`src/rtl/flash_spi_rd_pkg.sv`:
```
// Shared definitions for the SPI flash read bridge.
//   CMD_READ   : flash READ opcode sent first in every frame
//   FRAME_BITS : command + 24-bit address + two data bytes
//   DATA_BITS  : width of the word returned on the Wishbone side
//   state_t    : Wishbone-side sequencing states
//   flash_addr : byte address sent to the flash for a Wishbone word address
package flash_spi_pkg;

  localparam logic [7:0] CMD_READ   = 8'h03;
  localparam int         FRAME_BITS = 48;
  localparam int         DATA_BITS  = 16;

  typedef enum logic [2:0] {
    IDLE,
    CS_SETUP,
    SHIFT,
    CS_HOLD,
    ACK
  } state_t;

  // Word address to byte address, offset by the flash base; the 24-bit sum
  // wraps silently.
  function automatic logic [23:0] flash_addr(input logic [23:0] base,
                                             input logic [19:1] adr);
    return base + {4'b0000, adr, 1'b0};
  endfunction

endpackage

```
`src/rtl/flash_spi_rd_if.sv`:
```
// Wishbone slave bus of the SPI flash read bridge.
//   wb_adr_i : word address [19:1]
//   wb_dat_o : 16-bit read data
//   wb_sel_i : byte selects (not used by the bridge)
//   wb_we_i  : write strobe
//   wb_cyc_i : bus cycle
//   wb_stb_i : strobe
//   wb_ack_o : single-cycle acknowledge
interface flash_spi_rd_if;

  logic [19:1] wb_adr_i;
  logic [15:0] wb_dat_o;
  logic [1:0]  wb_sel_i;
  logic        wb_we_i;
  logic        wb_cyc_i;
  logic        wb_stb_i;
  logic        wb_ack_o;

  modport slave (
    input  wb_adr_i, wb_sel_i, wb_we_i, wb_cyc_i, wb_stb_i,
    output wb_dat_o, wb_ack_o
  );

  modport master (
    output wb_adr_i, wb_sel_i, wb_we_i, wb_cyc_i, wb_stb_i,
    input  wb_dat_o, wb_ack_o
  );

endinterface

```
`src/rtl/flash_spi_shift.sv`:
```
// SPI mode-0 frame engine: clock divider, sclk generation, 48-bit shift
// register and bit counter.
//   clk, rst : clock, synchronous active-high reset
//   start    : pulse; loads frame, next cycle is the chip-select setup cycle
//   frame    : 48-bit frame to transmit, MSB first
//   miso     : serial input, sampled on the cycle sclk rises
//   sclk     : SPI clock, idles low
//   mosi     : serial output, changes only when sclk falls
//   done     : high in the last cycle of the final sclk high phase
//   rx_data  : last 16 bits received, first received bit in [15]
module flash_spi_shift
  import flash_spi_pkg::*;
#(
  parameter int CLK_DIV = 2
) (
  input  logic                  clk,
  input  logic                  rst,
  input  logic                  start,
  input  logic [FRAME_BITS-1:0] frame,
  input  logic                  miso,
  output logic                  sclk,
  output logic                  mosi,
  output logic                  done,
  output logic [DATA_BITS-1:0]  rx_data
);

  localparam logic [7:0] DIV_RELOAD = 8'(CLK_DIV - 1);
  localparam logic [5:0] BIT_RELOAD = 6'(FRAME_BITS - 1);

  logic [7:0]            div_cnt;
  logic [5:0]            bits_left;
  logic [FRAME_BITS-1:0] sreg;
  logic                  armed;
  logic                  running;
  logic                  tick;
  logic                  last_bit;

  assign tick     = running && (div_cnt == 8'd0);
  assign last_bit = (bits_left == 6'd0);
  assign done     = tick && sclk && last_bit;
  assign rx_data  = sreg[DATA_BITS-1:0];

  // Shifting in on the rising edge while mosi is taken from a separate
  // register on the falling edge keeps mosi stable across each high phase.
  always_ff @(posedge clk) begin
    if (rst) begin
      div_cnt   <= 8'd0;
      bits_left <= 6'd0;
      sreg      <= '0;
      armed     <= 1'b0;
      running   <= 1'b0;
      sclk      <= 1'b0;
      mosi      <= 1'b0;
    end else if (start) begin
      sreg      <= frame;
      mosi      <= frame[FRAME_BITS-1];
      armed     <= 1'b1;
      running   <= 1'b0;
      sclk      <= 1'b0;
      div_cnt   <= DIV_RELOAD;
      bits_left <= BIT_RELOAD;
    end else if (armed) begin
      // chip-select setup cycle: first bit already on mosi, sclk held low
      armed   <= 1'b0;
      running <= 1'b1;
    end else if (running) begin
      if (div_cnt != 8'd0) begin
        div_cnt <= div_cnt - 8'd1;
      end else begin
        div_cnt <= DIV_RELOAD;
        sclk    <= ~sclk;
        if (!sclk) begin
          sreg <= {sreg[FRAME_BITS-2:0], miso};
        end else if (last_bit) begin
          running <= 1'b0;
          mosi    <= 1'b0;
        end else begin
          bits_left <= bits_left - 6'd1;
          mosi      <= sreg[FRAME_BITS-1];
        end
      end
    end
  end

endmodule

```
`src/rtl/flash_spi_rd.sv`:
```
// Wishbone-to-SPI flash read bridge. Reads issue a 03h READ frame for two
// bytes and return them as a little-endian word; writes are acknowledged
// without touching the flash.
//   wb_clk_i : clock
//   wb_rst_i : synchronous active-high reset
//   bus      : Wishbone slave (address, data, strobes, ack)
//   sclk     : SPI clock, mode 0
//   mosi     : SPI data to flash
//   miso     : SPI data from flash
//   ss_n     : flash chip select, active low
module flash_spi_rd
  import flash_spi_pkg::*;
#(
  parameter int          CLK_DIV    = 2,
  parameter logic [23:0] FLASH_BASE = 24'h000000
) (
  input  logic          wb_clk_i,
  input  logic          wb_rst_i,
  flash_spi_rd_if.slave bus,
  output logic          sclk,
  output logic          mosi,
  input  logic          miso,
  output logic          ss_n
);

  state_t                state;
  state_t                state_nx;
  logic                  req;
  logic                  rd_start;
  logic                  shift_done;
  logic [DATA_BITS-1:0]  rx_data;
  logic [DATA_BITS-1:0]  dat_q;
  logic [FRAME_BITS-1:0] frame;
  logic                  unused_sel;

  assign unused_sel = ^bus.wb_sel_i;

  assign req   = bus.wb_cyc_i & bus.wb_stb_i;
  assign frame = {CMD_READ, flash_addr(FLASH_BASE, bus.wb_adr_i), {DATA_BITS{1'b0}}};

  always_comb begin
    state_nx = state;
    rd_start = 1'b0;
    case (state)
      IDLE: begin
        if (req) begin
          if (bus.wb_we_i) begin
            state_nx = ACK;
          end else begin
            state_nx = CS_SETUP;
            rd_start = 1'b1;
          end
        end
      end
      CS_SETUP: state_nx = SHIFT;
      SHIFT:    if (shift_done) state_nx = CS_HOLD;
      CS_HOLD:  state_nx = ACK;
      ACK:      state_nx = IDLE;
      default:  state_nx = IDLE;
    endcase
  end

  // Read data is captured while leaving CS_HOLD so it is already valid in
  // the ACK cycle; the write path bypasses CS_HOLD and leaves it untouched.
  always_ff @(posedge wb_clk_i) begin
    if (wb_rst_i) begin
      state <= IDLE;
      dat_q <= '0;
    end else begin
      state <= state_nx;
      if (state == CS_HOLD) begin
        dat_q <= {rx_data[7:0], rx_data[15:8]};
      end
    end
  end

  assign ss_n         = !(state inside {CS_SETUP, SHIFT, CS_HOLD});
  assign bus.wb_ack_o = (state == ACK) && req;
  assign bus.wb_dat_o = dat_q;

  flash_spi_shift #(
    .CLK_DIV (CLK_DIV)
  ) u_shift (
    .clk     (wb_clk_i),
    .rst     (wb_rst_i),
    .start   (rd_start),
    .frame   (frame),
    .miso    (miso),
    .sclk    (sclk),
    .mosi    (mosi),
    .done    (shift_done),
    .rx_data (rx_data)
  );

endmodule

```
`src/flat_wrapper.sv`:
```
// flat-port wrapper written by rule: the top's interface ports become plain ports
module flash_spi_rd_flat import flash_spi_pkg::*;
#(
  parameter int          CLK_DIV    = 2,
  parameter logic [23:0] FLASH_BASE = 24'h000000
)
  (wb_clk_i, wb_rst_i, sclk, mosi, miso, ss_n, bus_wb_adr_i, bus_wb_sel_i, bus_wb_we_i, bus_wb_cyc_i, bus_wb_stb_i, bus_wb_dat_o, bus_wb_ack_o);
  flash_spi_rd_if bus_i ();
  input  logic wb_clk_i;
  input  logic wb_rst_i;
  output logic sclk;
  output logic mosi;
  input  logic miso;
  output logic ss_n;
  input wire logic [$bits(bus_i.wb_adr_i)-1:0] bus_wb_adr_i;
  input wire logic [$bits(bus_i.wb_sel_i)-1:0] bus_wb_sel_i;
  input wire logic [$bits(bus_i.wb_we_i)-1:0] bus_wb_we_i;
  input wire logic [$bits(bus_i.wb_cyc_i)-1:0] bus_wb_cyc_i;
  input wire logic [$bits(bus_i.wb_stb_i)-1:0] bus_wb_stb_i;
  output wire logic [$bits(bus_i.wb_dat_o)-1:0] bus_wb_dat_o;
  output wire logic [$bits(bus_i.wb_ack_o)-1:0] bus_wb_ack_o;
  assign bus_i.wb_adr_i = bus_wb_adr_i;
  assign bus_i.wb_sel_i = bus_wb_sel_i;
  assign bus_i.wb_we_i = bus_wb_we_i;
  assign bus_i.wb_cyc_i = bus_wb_cyc_i;
  assign bus_i.wb_stb_i = bus_wb_stb_i;
  assign bus_wb_dat_o = bus_i.wb_dat_o;
  assign bus_wb_ack_o = bus_i.wb_ack_o;
  flash_spi_rd #(.CLK_DIV(CLK_DIV), .FLASH_BASE(FLASH_BASE)) u_core (.wb_clk_i(wb_clk_i), .wb_rst_i(wb_rst_i), .bus(bus_i), .sclk(sclk), .mosi(mosi), .miso(miso), .ss_n(ss_n));
endmodule
```
`config.mk`:
```
export PLATFORM = sky130hd
export DESIGN_NAME = flash_spi_rd_flat
export DESIGN_NICKNAME = d
export VERILOG_FILES = /design/src/rtl/flash_spi_rd_pkg.sv /design/src/rtl/flash_spi_rd_if.sv /design/src/rtl/flash_spi_shift.sv /design/src/rtl/flash_spi_rd.sv /design/src/flat_wrapper.sv
export SDC_FILE = /design/constraint.sdc
export NUM_CORES = 1
export LEC_CHECK = 0
export ABC_AREA = 1
export BUFFER_PORTS_ARGS = -buffer_cell sky130_fd_sc_hd__buf_2
export CAP_MARGIN = 20
export CORE_AREA = 2 2 122 65
export CTS_CLUSTER_SIZE = 20
export DETAILED_ROUTE_END_ITERATION = 8
export DIE_AREA = 0 0 124 67
export PLACE_DENSITY = 0.84
export SLEW_MARGIN = 20
export SYNTH_ARGS = -nofsm -noshare
export SYNTH_HDL_FRONTEND = slang
export SYNTH_SLANG_ARGS = --single-unit
```
`constraint.sdc`:
```
create_clock -name wb_clk_i -period 1.54 [get_ports wb_clk_i]
set_input_delay 0 -clock wb_clk_i [delete_from_list [all_inputs] [get_ports wb_clk_i]]
set_output_delay 0 -clock wb_clk_i [all_outputs]
set_load 0.01 [all_outputs]
```
After elaboration in Yosys (flattened, before gate mapping)
Index checks and enable logic that the tools add are counted.
- bits in registers: 85
- input bits: 27
- output and inout port bits: 20
- word-level logic and storage cells: 80
- add/sub/neg operators: 2
- eq/ne operators: 10
- mux-type cells: 29
- bitwise gates (word level): 5
- reductions and logical operators: 22
- operators by type and width (operator ; number):
    42-bit 2-to-1 mux ; 5
    6-bit 2-to-1 mux ; 6
    1-bit 2-to-1 mux ; 13
    2-bit by 1-bit inequality test with 1-bit output, second input constant ; 6
    3-bit one-hot mux with 4 select lines ; 1
    4-bit AND reduction ; 3
    5-bit AND reduction ; 2
    3-bit 2-to-1 mux ; 3
    8-bit zero test ; 1
    8-bit 2-to-1 mux ; 1
    8-bit nonzero test ; 1
    8-bit by 1-bit subtractor with 8-bit output, second input constant ; 1
    3-bit by 2-bit == test with 1-bit output, second input constant ; 2
    6-bit zero test ; 1
    2-bit AND reduction ; 3
    6-bit by 1-bit subtractor with 6-bit output, second input constant ; 1
    1-bit logical AND ; 4
    1-bit inverter ; 4
    2-bit nonzero test ; 2
    3-bit by 1-bit == test with 1-bit output, second input constant ; 1
    3-bit == test, second input constant ; 1
    3-bit zero test ; 1
    3-bit AND reduction ; 1
    3-bit nonzero test ; 1
    other kinds (3) ; 3

Longest topological paths before layout
Gate-level depths: netlist of the first run.
- word-level depth: 7
- gate-level depth with buffers: 12
- mapped depth without buffers: 12

Hierarchy
From an unflattened synthesis of the first run, not the netlist that was laid out.
- cell total of the unflattened synthesis: 625
- area total of the unflattened synthesis: 4214.0 µm²
- modules (own cells, without submodules) (module ; instances ; cells each ; area an instance (µm²) ; seq. area each (µm²)):
    flash_spi_shift ; 1 ; 522 ; 3449.6 ; 1321.3
    flash_spi_rd ; 1 ; 103 ; 764.5 ; 380.4

Worst setup path before layout of the first run
Ideal clock, no wire load.
- path type: reg2reg
- from: reg u_core.u_shift.div_cnt[0]
- to: reg u_core.u_shift.sreg[22]
- library setup time: 132 ps
- arrival time: 1347 ps
- data required time: 1408 ps
- setup slack: 60 ps
- stages on the path, launching flop included: 11
- buffers on the path: 1
- period minus slack after synthesis: 1480 ps
- cell sequence: dfxtp_1 > inv_1 > ha_1 > nand2_1 > nor2_8 > nand3_4 > nand2_1 > inv_2 > buf_4 > nand2_1 > a21oi_1
- longest elaborated chain between the ends: 3
- ends and longest elaborated chain (element ; line ; source):
    start: declaration ; flash_spi_shift.sv:30 ; logic [7:0] div_cnt;
    start signal: assignment ; flash_spi_shift.sv:68 ; div_cnt <= div_cnt - 8'd1;
    8-bit nonzero test ; flash_spi_shift.sv:67 ; if (div_cnt != 8'd0) begin
    2-bit by 1-bit inequality test with 1-bit output (no line) ; n/a ;
    4-bit AND reduction (no line) ; n/a ;
    end signal: assignment ; flash_spi_shift.sv:55 ; sreg <= frame;
    end signal: assignment ; flash_spi_shift.sv:73 ; sreg <= {sreg[FRAME_BITS-2:0], miso};
    end: declaration ; flash_spi_shift.sv:32 ; logic [FRAME_BITS-1:0] sreg;
No other way between the ends.
A chain may end at the register's enable or synchronous reset.

Final worst setup path of the first run
- from: reg u_core.u_shift.div_cnt[1]
- to: reg u_core.u_shift.sreg[30]
Same word-level chain as after synthesis.

==> results list, run 1 <==
- Result of the run: finished clean
- Reg-to-reg slack, setup: roughly 0.00042 ns
- For the pin with the worst max-slew slack, the measured transition is approximately 0.27 ns.
- VDD sags by at most 0.000580 V.
- CTS clk-pin slew, worst paths: roughly 0.060 ns
* CTS tree: yes
- After routing the design area is approximately 4600 µm².
- After detailed routing, the number of vias per cell comes to roughly 5.1.
- During synthesis, Yosys emitted a total of 0 warnings.
- The die covers 8310 µm².
- The later pin in the worst-skew pair is clocked with a latency of approximately 0.34 ns.
* Part of the total power dissipated in sequential elements: between 40 and 50%
- The largest single stage delay on the critical path is ~0.32 ns.
* Clock H-tree levels: 3
- Total count of max-transition violations in the final report: 0
- Of the total synthesized cell area, the portion taken by full adders, half adders and majority gates is under 10%.
- For this configuration, the core starts out at a cell density of around half.
* Multiplexer fraction of the synthesized cell area: 0%
* Instance count of the mapped netlist: 502
* Fraction of the yosys area taken by sequential cells: about 47%
- After the last flow step, the layout net total stands at slightly above 600.
* Count of port buffers added during placement: 44
* CP max FO: 7
* Number of top-level pins: 47
- The die is approximately 67 µm tall.
- After detailed placement, the total cell area comes to a little over 4000 µm².
- Final setup violation count: 0
- After synthesis, the largest family of logic cells by area is simple AND/OR/NAND/NOR gates.
* Period utilization: between 90% and 100%
- The worst hold path belongs to the class input port to flip-flop.
* Hold Vio Cnt, Final: 0
- STA classifies the critical path endpoint as a flip-flop.
* Sum of net half-perimeters after detailed placement: 5720 µm
- After Yosys synthesis, and, or, nand and nor cells account for between 20 and 30% of the synthesized area.
- Final TNS setup: 0 ns
- Die Wd: 124 µm
- Fraction of final layout cells sized beyond drive strength 1: between 20% and 30%
- Area of the mapped netlist: about 3600 µm²
* Place WS: -0.144 ns
- Data on the critical path is required at its endpoint by 1.78 ns.
- Maximum number of buffers from clock root to sink: 2
- For this design the total switching power over the nets is between 1 and 1.5 mW.
* Crit path arrival time: ~1.8 ns
- Combinational share of power: between 10% and 20%
- Initial antenna violation count: 0
- The average instance in the mapped netlist occupies about 7.2 µm².
- Of the total synthesized cell area, the portion taken by XOR and XNOR cells is less than 1%.
* Cell breakdown of the critical path: inv_2 > ha_4 > nand2_4 > nor2_8 > buf_6 > nand3_2 > buf_4 > nand3_1 > nand3_1 > nand2_1 > inv_1
- Entering global routing, the biggest net connects 31 pins.
- Part of the total power dissipated in the clock network: around 43%
- The internal portion of the total power is 3.92 mW.
- Detailed Routing Iterations Pass 1: 5
- Period minus WS final: around 1.5 ns
- Post-synthesis register bit count: between 80 and 90
- Worst Setup Start Kind: flip-flop
- Timing would allow up to 650 MHz.
- When the netlist entered floorplanning its net count stood at ~530.
* Total number of vias: ~3.4k
- Relative max-transition margin: 81.7%
- The filler cells instantiated in the layout total slightly below 600.
- Crit path top cell by count: nand3_1
- Routed length per placed instance: ~13 µm
- The worst path meets setup with approximately 0.00042 ns of slack.
* Synthesized-area fraction occupied by ao, oa, aoi and oai cells: between 10% and 20%
- Across the whole layout, storage elements account for roughly 1700 µm².
- CTS Root Buffer Type: clkbuf_16
* Clk sink count: between 80 and 90
- The multi-input combinational cells in the finished layout cover a total of around 1700 µm².
- Leakage: around 2.2 nW
- Worst clock skew: 0.00792 ns
- Count of buffering cells on the critical path with inverters included: 4
- Clock tree synthesis inserted a total of 9 buffers.
- The first global-routing pass estimated about 14,000 µm of wire.
- In the routed design, unresolved DRC markers number 0.
- The number of global-route vias before repair is around 3.2k.
- For this design, the slowest cell found on the critical path is dfxtp_2.
* Number of nets still failing antenna checks after routing: 0
* Number of maximum-capacitance constraint violations: 0
* Family of cells with the greatest summed delay on the critical path: simple AND/OR/NAND/NOR gates
- The number of antenna diodes in the final layout is 0.
- Synth-to-Final Area Change: 28.5%
* Number of placement rows: 22
- Of the total power, the share spent switching nets is between 20 and 30%.
- For this design the ratio of total power to cell area is 1140 nW/µm².
- In this run, the number of DRC markers left after iteration 0 of detailed routing was around 240.
- The final layout contains routed wiring with a total length of roughly 9000 µm.
* Setup repair after global routing missed its margin: yes
- After floorplanning, the core was sized to cover between 7000 and 8000 µm².
* Total routing resource utilization after global routing: about 22%
* Grt total ovfl: 0
* Library cells used by synthesis: 27
- Kind of critical path: flip-flop to flip-flop
- Placer congestion estimate: 0.905
-- synthesized netlist by cell type --
library cell,instances,area (µm²)
buf_1,1,3.75
inv_2,2,7.51
nand2_1,91,342
o21a_1,15,113
nor3b_1,1,7.51
a21oi_1,26,130
dfxtp_1,85,1700
nor3_1,5,25.0
xor2_1,3,26.3
ha_1,3,37.5
nor2_8,1,20.0
buf_2,9,45.0
buf_6,1,11.3
nand2_2,1,6.26
nand3_4,1,17.5
o21ai_0,56,280
nand3_2,1,10.0
or2_0,3,18.8
inv_1,38,143
o21ai_1,2,10.0
nand3_1,17,85.1
xnor2_1,1,8.76
nor2_1,125,469
clkbuf_1,6,22.5
nor2_4,1,11.3
buf_4,5,37.5
or2_2,2,12.5
-- kinds of logic after synthesis --
logic type | Yosys count
AND/OR/NAND/NOR | 249
adder cells (fa/ha/maj) | 3
AO/OA/AOI/OAI | 99
buffers and inverters | 62
flip-flops | 85
XOR/XNOR | 4
-- what timing repair did --
| action | 4_1_cts | 5_1_grt |
|---|---|---|
| setup buffers | 3 | 5 |
| pin swaps | 1 | 7 |
| endpoints found under the hold margin | 7 | 0 |
| endpoints found under the setup margin | 50 | 58 |
| cloned | 1 | 0 |
| gates resized for setup | 8 | 34 |
| hold buffers | 6 | 0 |
-- flip-flops by register name, summed over array words and instances, names as in the netlist, 3 cells and up --
signal	count
u_core.bus.wb_dat_o	16
u_core.state	3
u_core.u_shift.bits_left	6
u_core.u_shift.div_cnt	8
u_core.u_shift.sreg	48
-- per-layer routing --
layer / part of all wire [%] / global-route usage [%] / vias to the layer above
met1: 47 / 28.4 / 1579
met3: 5.9 / 7.96 / 25
met5: 0 / 0 / -
li1: - / - / 1738
met2: 45 / 35.0 / 98
met4: 2.2 / 7.72 / 0
-- cells in the final DEF (no fill, tap or decap), drive strengths merged, types with 5 or more instances in the layout --
cell / count
a21oi: 26
buf: 78
clkbuf: 11
dfxtp: 85
dlygate4sd3: 6
inv: 40
nand2: 92
nand3: 20
nor2: 127
nor3: 5
o21a: 15
o21ai: 58
or2: 5
-- power groups by stage --
stage	Clock [mW]	Combinational (mW)	Sequential, mW
finish	2.25	0.681	2.34
global route	2.36	0.749	2.35
CTS	2.27	0.604	2.34
detailed placement	0	0.558	2.38
global placement	0	0.531	2.38
floorplan	0	0.368	2.38
-- cell type report --
cell class / count / area share [%]
multi-input cells: 356 / 37.5
flip-flops and latches: 85 / 36.8
repair buffers: 84 / 13.0
clock buffers: 11 / 5.46
inverters: 40 / 3.43
well taps: 96 / 2.59
clock inverters: 4 / 1.22
-- worst reg2reg max path, cell delays in order (launching register included) --
cell and delay (ns):
dfxtp_2 0.32, inv_2 0.07, ha_4 0.14, nand2_4 0.06, nor2_8 0.19, buf_6 0.13, nand3_2 0.10, buf_4 0.17
nand3_1 0.06, nand3_1 0.09, nand2_1 0.07, inv_1 0.04
-- through the flow --
stage               total power, mW  util (%)  instances  hold WS, ns
floorplan                      2.74         -        502       0.0793
global placement               2.91      56.5        646        0.232
detailed placement             2.94      56.5        646        0.235
CTS                            5.21      62.5        671      0.00129
global route                   5.46      64.7        676       0.0202
finish                         5.28      64.7        676       0.0121
-- path summary, 6_finish.rpt --
check | startpoint | endpoint | cells after the start
worst max-delay path | u_core.u_shift.div_cnt[1] | u_core.u_shift.sreg[30] | 11
worst max register to register | u_core.u_shift.div_cnt[1] | u_core.u_shift.sreg[30] | 11
worst min register to register | u_core.u_shift.sreg[22] | u_core.u_shift.sreg[22] | 2
worst min-delay path | bus_wb_adr_i[6] | u_core.u_shift.sreg[23] | 4
Power figures use the tool's default switching activity.
==> inputs of run 2 (changes only) <==
--- a/config.mk
+++ b/config.mk
@@ -8,11 +8,11 @@
 export ABC_AREA = 1
 export BUFFER_PORTS_ARGS = -buffer_cell sky130_fd_sc_hd__buf_2
 export CAP_MARGIN = 20
-export CORE_AREA = 2 2 122 65
+export CORE_AREA = 2 2 113 60
 export CTS_CLUSTER_SIZE = 20
 export DETAILED_ROUTE_END_ITERATION = 8
-export DIE_AREA = 0 0 124 67
-export PLACE_DENSITY = 0.84
+export DIE_AREA = 0 0 115 62
+export PLACE_DENSITY = 0.92
 export SLEW_MARGIN = 20
 export SYNTH_ARGS = -nofsm -noshare
 export SYNTH_HDL_FRONTEND = slang
==> constraint.sdc (replaced) <==
create_clock -name wb_clk_i -period 2 [get_ports wb_clk_i]
set_input_delay 0 -clock wb_clk_i [delete_from_list [all_inputs] [get_ports wb_clk_i]]
set_output_delay 0 -clock wb_clk_i [all_outputs]
set_load 0.01 [all_outputs]
==> run 2 against run 1 <==
- clock-buffer cell count down 2
- sequential share of layout area up 3.6 points
- maximum frequency down 18%
- combinational power down 41%
- worst setup slack better by 0.12 ns
- hold slack about the same
- core utilization up 2.2 points
- global-route usage up 1.6 points
- clock skew down 0.0011 ns
- final cell count down 6.1%
- highest routed layer unchanged
==> results list, run 2 (same netlist as run 1, synthesis figures left out) <==
* Reg-to-Reg End: u_core.u_shift.sreg[34]
- The number of antenna violations at the first check in global routing came to 0 (unchanged).
- Critical path's slowest cell: dfxtp_1
- Number of nets still failing antenna checks after routing: 0 (unchanged)
- The run finished with clean final reports.
- Most common cell after layout, fill and taps aside: nor2_1
- Period utilization: 94.2% (-5.8 points)
- Number of buffers added by the clock tree synthesis step: 9 (unchanged)
* Highest Clock Rate: 531 MHz (-18%)
- The number of slew-limit violations in the final report is 0 (unchanged).
* Req. time, crit path: 2.26 ns (+0.48 ns)
- The number of H-tree branching levels came to 3 (unchanged).
- Kind of critical path: flip-flop to flip-flop
- Worst R2R Path Depth: 9 (-2)
- The net switching component of the power was 1.01 mW (-26%).
- The normalized max-slew margin is 53.3% (-28 points).
- Max rail drop VDD: 0.000424 V (-27%)
- Measured slew at the worst slew-check pin: 0.700 ns (+0.429 ns)
- The total vias in the final route is 3,362 (-2.3%).
* Area of the die: 7130 µm² (-14%)
- Antenna diode count: 0 (unchanged)
* Final TNS setup: 0 ns (unchanged)
- Number of top-level pins: 47 (unchanged)
- Worst clock skew: 0.00686 ns (-0.00106 ns)
- Final core area utilization: 66.9% (+2.2 points)
* Period minus WS final: 1.88 ns (+0.345 ns)
- The combined buffer and inverter count along the critical path was 2 (-2).
* CTS clk-pin slew, worst paths: 0.07 ns (about the same)
* Number of flip-flops in the largest register: 48 (unchanged)
- The total routed wirelength is 8240 µm (-7.4%).
- Reg with most FFs: u_core.u_shift.sreg
- The worst hold path belongs to the class input port to flip-flop.
* Placed Area: 3870 µm² (-4.3%)
- The number of global-route vias before repair came to 2,965 (-6.8%).
- Wire length of the first global-routing pass: 13,100 µm (-7.4%)
- Largest net degree at the start of global routing: 28 (-9.7%)
- The number of stages on the worst hold path was 4 (unchanged).
- In this design, the critical path's most frequently occurring cell is nand2_1.
- The internal power component was 2.76 mW (-30%).
- The final-report hold violation count is 0 (unchanged).
- Synth-to-Final Area Change: 17.1%
* Number of maximum-capacitance constraint violations: 0 (unchanged)
- The static leakage came to 1.99 nW (-8.3%).
* Drt first-iter violations: 302 (+27%)
- Min-delay src: bus_wb_adr_i[7]
- Hold path endpoint: u_core.u_shift.sreg[24]
- The number of buffers added for setup after CTS came to 0 (-3).
* Layout net count: 580 (-4.3%)
* Total non-filler cell area in the finished layout: 4220 µm² (-8.9%)
- Part of the total power dissipated in sequential elements: 47.9% (+3.5 points)
- CTS tree: yes
* Count of port buffers added during placement: 44 (unchanged)
- The share of total power in combinational logic was 10.7% (-2.2 points).
- Clk sink count: 85 (unchanged)
- The root buffer cell chosen for the clock tree is clkbuf_16.
- Power density relative to cell area: 893 nW/µm² (-22%)
* Insertion delay to the later sink of the worst-skew pair: 0.34 ns (about the same)
* Source of the worst register-to-register timing path: u_core.u_shift.div_cnt[1]
* Number of vias per cell after detailed routing: 5.29 (+4.0%)
* CP max FO: 17 (+10)
- Fill cell instance count of the final layout: 490 (-16%)
- The share of total power consumed by net switching is 26.7% (+0.94 points).
- Crit path arrival time: 2.14 ns (+0.36 ns)
- Setup repair after global routing missed its margin: no
- The y dimension of the die came to 62 µm (-7.5%).
- The average detailed-routed wire length per instance is 13.0 µm (-1.5%).
- Most frequent cells in the layout: nor2_1, nand2_1, dfxtp_1
* Family of cells with the greatest summed delay on the critical path: simple AND/OR/NAND/NOR gates
* Reg-to-reg slack, setup: 0.12 ns (+0.12 ns)
- Maximum number of buffers from clock root to sink: 2 (unchanged)
* Sum of net half-perimeters after detailed placement: 5260 µm (-8.1%)
* Cell breakdown of the critical path: inv_1 > ha_1 > nand2_1 > nor2_8 > nand3_4 > nand2_1 > inv_2 > nand2_1 > a21oi_1
* Worst Setup Start Kind: flip-flop
* Number of placement rows: 21 (-4.5%)
- The weighted congestion at the end of routability-driven global placement was 0.803 (-11%).
* Grt total ovfl: 0 (unchanged)
* Critical path's largest stage delay: 0.39 ns (+0.07 ns)
- Initial Utilization: 57.1% (+6.8 points)
- The x dimension of the die came to 115 µm (-7.3%).
- The ratio of cells with drive above 1 in the final layout came to 14.2% (-7.5 points).
* Floorplan Core Area: 6310 µm² (-12%)
- Number of remaining DRC errors: 0 (unchanged)
* Final setup violation count: 0 (unchanged)
- Total routing resource utilization after global routing: 23.9% (+1.6 points)
* Detailed Routing Iterations Pass 1: 5 (unchanged)
* Worst Setup End Kind: flip-flop
- Part of the total power dissipated in the clock network: 41.4% (-1.3 points)
[run 2: cell types whose count changed in the layout (fill, tap and decap cells not counted), sizes merged]
| cell | delta |
|---|---|
| buf | -25 |
| bufinv | -1 |
| clkbuf | -2 |
| inv | +4 |
| nand3 | -1 |
[run 2: worst register-to-register path, cell delays in order, from the launching register on]
cell     delay [ns]
dfxtp_1        0.39
inv_1          0.10
ha_1           0.21
nand2_1        0.18
nor2_8         0.08
nand3_4        0.17
nand2_1        0.15
inv_2          0.25
nand2_1        0.11
a21oi_1        0.16
[run 2: metrics by stage]
stage          total power [mW]  hold slack, ns  setup slack [ns]  instances
2_1_floorplan              2.11          0.0793             0.520        502
6_report                   3.77          0.0119             0.116        635
3_5_place_dp               2.21           0.239             0.237        613
5_1_grt                    3.93          0.0216            0.0273        635
4_1_cts                    3.78         0.00322             0.148        635
3_3_place_gp               2.19           0.233             0.308        613
[run 2: area by class of cell]
class                           instances  area, µm²  area share (%)
Sequential cell                        85       1700            40.4
Multi-Input combinational cell        355       1640            38.8
Timing Repair Buffer                   59        348            8.25
Clock buffer                            9        225            5.34
Inverter                               40        150            3.56
Tap cell                               80        100            2.37
Clock inverter                          7       56.3            1.34
[run 2: repair_timing]
action | CTS | global route
resized for setup | 0 | 1
setup endpoints to repair | 0 | 1
hold buffers | 6 | 0
hold endpoints to repair | 6 | 0
[run 2: power by group through the flow]
stage / clock network, mW / registers [mW] / logic (mW)
floorplan: 0 / 1.83 / 0.283
global placement: 0 / 1.83 / 0.358
detailed placement: 0 / 1.84 / 0.378
CTS: 1.58 / 1.80 / 0.397
global route: 1.66 / 1.81 / 0.452
finish: 1.56 / 1.80 / 0.404
[run 2: routing by layer]
metal  vias up  part of all wire [%]  track usage (%)
li1       1687                     -                -
met4         0                  0.92             8.43
met2       106                    47             40.2
met3         9                   5.9             6.21
met1      1560                    46             30.7
met5         -                     0                0
[run 2: worst max-delay path by stage]
stage / start / slack (ns) / to / cells after the start
floorplan: u_core.u_shift.div_cnt[0] / 0.52 / u_core.u_shift.sreg[22] / 10
global placement: u_core.u_shift.bits_left[0] / 0.31 / u_core.u_shift.bits_left[5] / 11
detailed placement: u_core.u_shift.bits_left[0] / 0.24 / u_core.u_shift.bits_left[5] / 11
CTS: u_core.u_shift.div_cnt[1] / 0.15 / u_core.u_shift.sreg[34] / 9
global route: u_core.u_shift.div_cnt[1] / 0.03 / u_core.u_shift.sreg[34] / 9
finish: u_core.u_shift.div_cnt[1] / 0.12 / u_core.u_shift.sreg[34] / 9
==> inputs of run 3 (changes only) <==
--- a/config.mk
+++ b/config.mk
@@ -13,6 +13,7 @@
 export DETAILED_ROUTE_END_ITERATION = 8
 export DIE_AREA = 0 0 115 62
 export PLACE_DENSITY = 0.92
+export RECOVER_POWER = 100
 export SLEW_MARGIN = 20
 export SYNTH_ARGS = -nofsm -noshare
 export SYNTH_HDL_FRONTEND = slang
==> run 3 against run 2 <==
- first-iteration DRC count is 3.6% lower
- combinational power is 1% lower
- global-route usage stayed put
- worst setup slack better by 0.0069 ns
- clock-buffer cell count stayed put
- design area is 0.86% lower
- routed wire length stayed put
- sequential power hardly changed
- die area stayed put
- sequential share of layout area is 0.35 points higher
- via count is 0.95% lower
- critical endpoint unchanged
==> results list, run 3 (same netlist as run 1, synthesis figures left out) <==
- Maximum number of buffers from clock root to sink: 2 (unchanged)
- Layout net count: 580 (unchanged)
* Crit path top cell by count: nand2_1
- The combined buffer and inverter count along the critical path was 2 (unchanged).
- CTS tree: yes
- The clock-pin slew on the worst setup and hold paths is 0.07 ns (about the same).
* Leakage: 1.90 nW (-4.4%)
- Most frequent cells in the layout: nor2_1, nand2_1, dfxtp_1
- Source of the worst register-to-register timing path: u_core.u_shift.div_cnt[1]
- The setup slack on the worst flop-to-flop path is 0.12 ns (about the same).
- Number of flip-flops in the largest register: 48 (unchanged)
- The floorplan die area was 7130 µm² (unchanged).
* Insertion delay to the later sink of the worst-skew pair: 0.34 ns (about the same)
- The non-filler instance count after layout is 635 (unchanged).
- The number of placement rows is 21 (unchanged).
* Wirelength, routed: 8240 µm (unchanged)
- Number of top-level pins: 47 (unchanged)
- The total instance count after detailed placement was 613 (unchanged).
- The number of sinks on the clock net is 85 (unchanged).
* Placer congestion estimate: 0.803 (unchanged)
- The number of buffers created by CTS came to 9 (unchanged).
- Min-delay src: bus_wb_adr_i[3]
- By startpoint and endpoint, the worst setup path is classified as flip-flop to flip-flop.
- Initial Utilization: 57.1% (unchanged)
* Initial antenna violation count: 0 (unchanged)
- The worst hold path belongs to the class input port to flip-flop.
- For this design, the slowest cell found on the critical path is dfxtp_1.
- Total routing resource utilization after global routing: 23.9% (unchanged)
* Period utilization: 93.9% (-0.35 points)
- The data required time at the worst endpoint came to 2.16 ns (-0.10 ns).
* Number of global-route vias before repair: 2,965 (unchanged)
- Number of vias per cell after detailed routing: 5.24 (-0.95%)
- The final count of negative-setup-slack endpoints came to 0 (unchanged).
- The HPWL after detailed placement is 5260 µm (unchanged).
- Die height: 62 µm (unchanged)
- Family of cells with the greatest summed delay on the critical path: simple AND/OR/NAND/NOR gates
- Detailed Routing Iterations Pass 1: 5 (unchanged)
* Synth-to-Final Area Change: 16.0%
- Antenna diode count: 0 (unchanged)
* Fraction of final layout cells sized beyond drive strength 1: 10.3% (-4.0 points)
- Final TNS setup: 0 ns (unchanged)
* Largest net degree at the start of global routing: 28 (unchanged)
- More flip-flops sit in one register than any other, and that register is u_core.u_shift.sreg.
- Wire length of the first global-routing pass: 13,100 µm (unchanged)
* Total power: 3.76 mW (-0.11%)
* Hold Vio Cnt, Final: 0 (unchanged)
- Critical path's largest stage delay: 0.34 ns (-0.05 ns)
- Die Wd: 115 µm (unchanged)
- Clock H-tree levels: 3 (unchanged)
- Worst Setup Start Kind: flip-flop
* Floorplan Core Area: 6310 µm² (unchanged)
- Worst clock skew: 0.00736 ns (+0.000492 ns)
- The DRC violation total after the first TritonRoute iteration came to 291 (-3.6%).
* Number of nets still failing antenna checks after routing: 0 (unchanged)
* Measured slew at the worst slew-check pin: 1.14 ns (+0.442 ns)
- The design area came to 4180 µm² (-0.86%).
- Number of maximum-capacitance constraint violations: 0 (unchanged)
* Total count of max-transition violations in the final report: 0 (unchanged)
* CP max FO: 17 (unchanged)
- The library cell used most frequently in the layout, excluding fill and tap cells, is nor2_1.
- The number of cells on the worst reg-to-reg path came to 9 (unchanged).
- Crit path arrival time: 2.04 ns (-0.10 ns)
- Number of remaining DRC errors: 0 (unchanged)
* CTS Root Buffer Type: clkbuf_16
- STA classifies the critical path endpoint as a flip-flop.
- Hold path endpoint: u_core.u_shift.sreg[20]
- The average detailed-routed wire length per instance came to 13.0 µm (unchanged).
- Total number of vias: 3,330 (-0.95%)
* Max rail drop VDD: 0.000423 V (-0.23%)
- Setup repair after global routing missed its margin: no
- In this run the critical register-to-register path is captured at u_core.u_shift.sreg[34].
- Count of port buffers added during placement: 44 (unchanged)
- Power density relative to cell area: 900 nW/µm² (+0.76%)
- Highest Clock Rate: 533 MHz (+0.37%)
* Placed Area: 3870 µm² (unchanged)
* Relative max-transition margin: 23.9% (-29 points)
- Result of the run: finished clean
* Hold Path Depth: 4 (unchanged)
- Cell breakdown of the critical path: inv_1 > ha_1 > nand2_1 > nor2_8 > nand3_4 > nand2_1 > inv_2 > nand2_1 > a21oi_1
- Post-Route Hold Slack: 0.00973 ns (-0.00215 ns)
* Period minus WS final: 1.88 ns (-0.00692 ns)
* Grt total ovfl: 0 (unchanged)
run 3: how the worst max path moves through the flow:
stage,from,end,slack [ns],cells after the start
6_report,u_core.u_shift.div_cnt[1],u_core.u_shift.sreg[34],0.12,9
5_1_grt,u_core.u_shift.div_cnt[1],u_core.u_shift.sreg[34],0.02,9
4_1_cts,u_core.u_shift.div_cnt[1],u_core.u_shift.sreg[34],0.15,9
3_5_place_dp,u_core.u_shift.bits_left[0],u_core.u_shift.bits_left[5],0.24,11
3_3_place_gp,u_core.u_shift.bits_left[0],u_core.u_shift.bits_left[5],0.31,11
2_1_floorplan,u_core.u_shift.div_cnt[0],u_core.u_shift.sreg[22],0.52,10
run 3: where the power goes:
group / switching (mW) / internal (mW) / total, mW
clock: 0.701 / 0.858 / 1.56
combinational: 0.262 / 0.138 / 0.400
sequential: 0.0430 / 1.76 / 1.80
run 3: worst min-delay path: cells and delay by family:
kind | cells | cell delay, ns
AOI/OAI and AO/OA | 2 | 0.19
buffers and inverters | 1 | 0.08
and+or+nand+nor | 1 | 0.04
run 3: area by class of cell:
cell class                 count  area (µm²)
fill                         500        2130
clock inverter                 7        56.3
sequential                    85        1700
inverter                      40         150
timing repair buffer          59         319
tap                           80         100
clock buffer                   9         225
multi-input combinational    355        1630
run 3: through the flow:
step	utilization (%)	setup WS, ns
finish	66.3	0.123
global route	66.3	0.0153
CTS	66.8	0.148
detailed placement	61.4	0.237
global placement	61.4	0.308
floorplan	-	0.520
run 3: layer usage:
layer / vias up / track usage [%] / routed length (µm)
met2: 98 / 40.2 / 3900
met4: 0 / 8.43 / 55
met3: 6 / 6.21 / 522
li1: 1686 / - / -
met1: 1540 / 30.7 / 3760
met5: - / 0 / 0
run 3: repair_timing:
action / in CTS / in global routing
hold buffers: 6 / 0
endpoints found under the hold margin: 6 / 0
setup buffers: 0 / 0
resized for setup: 0 / 1
endpoints found under the setup margin: 0 / 1
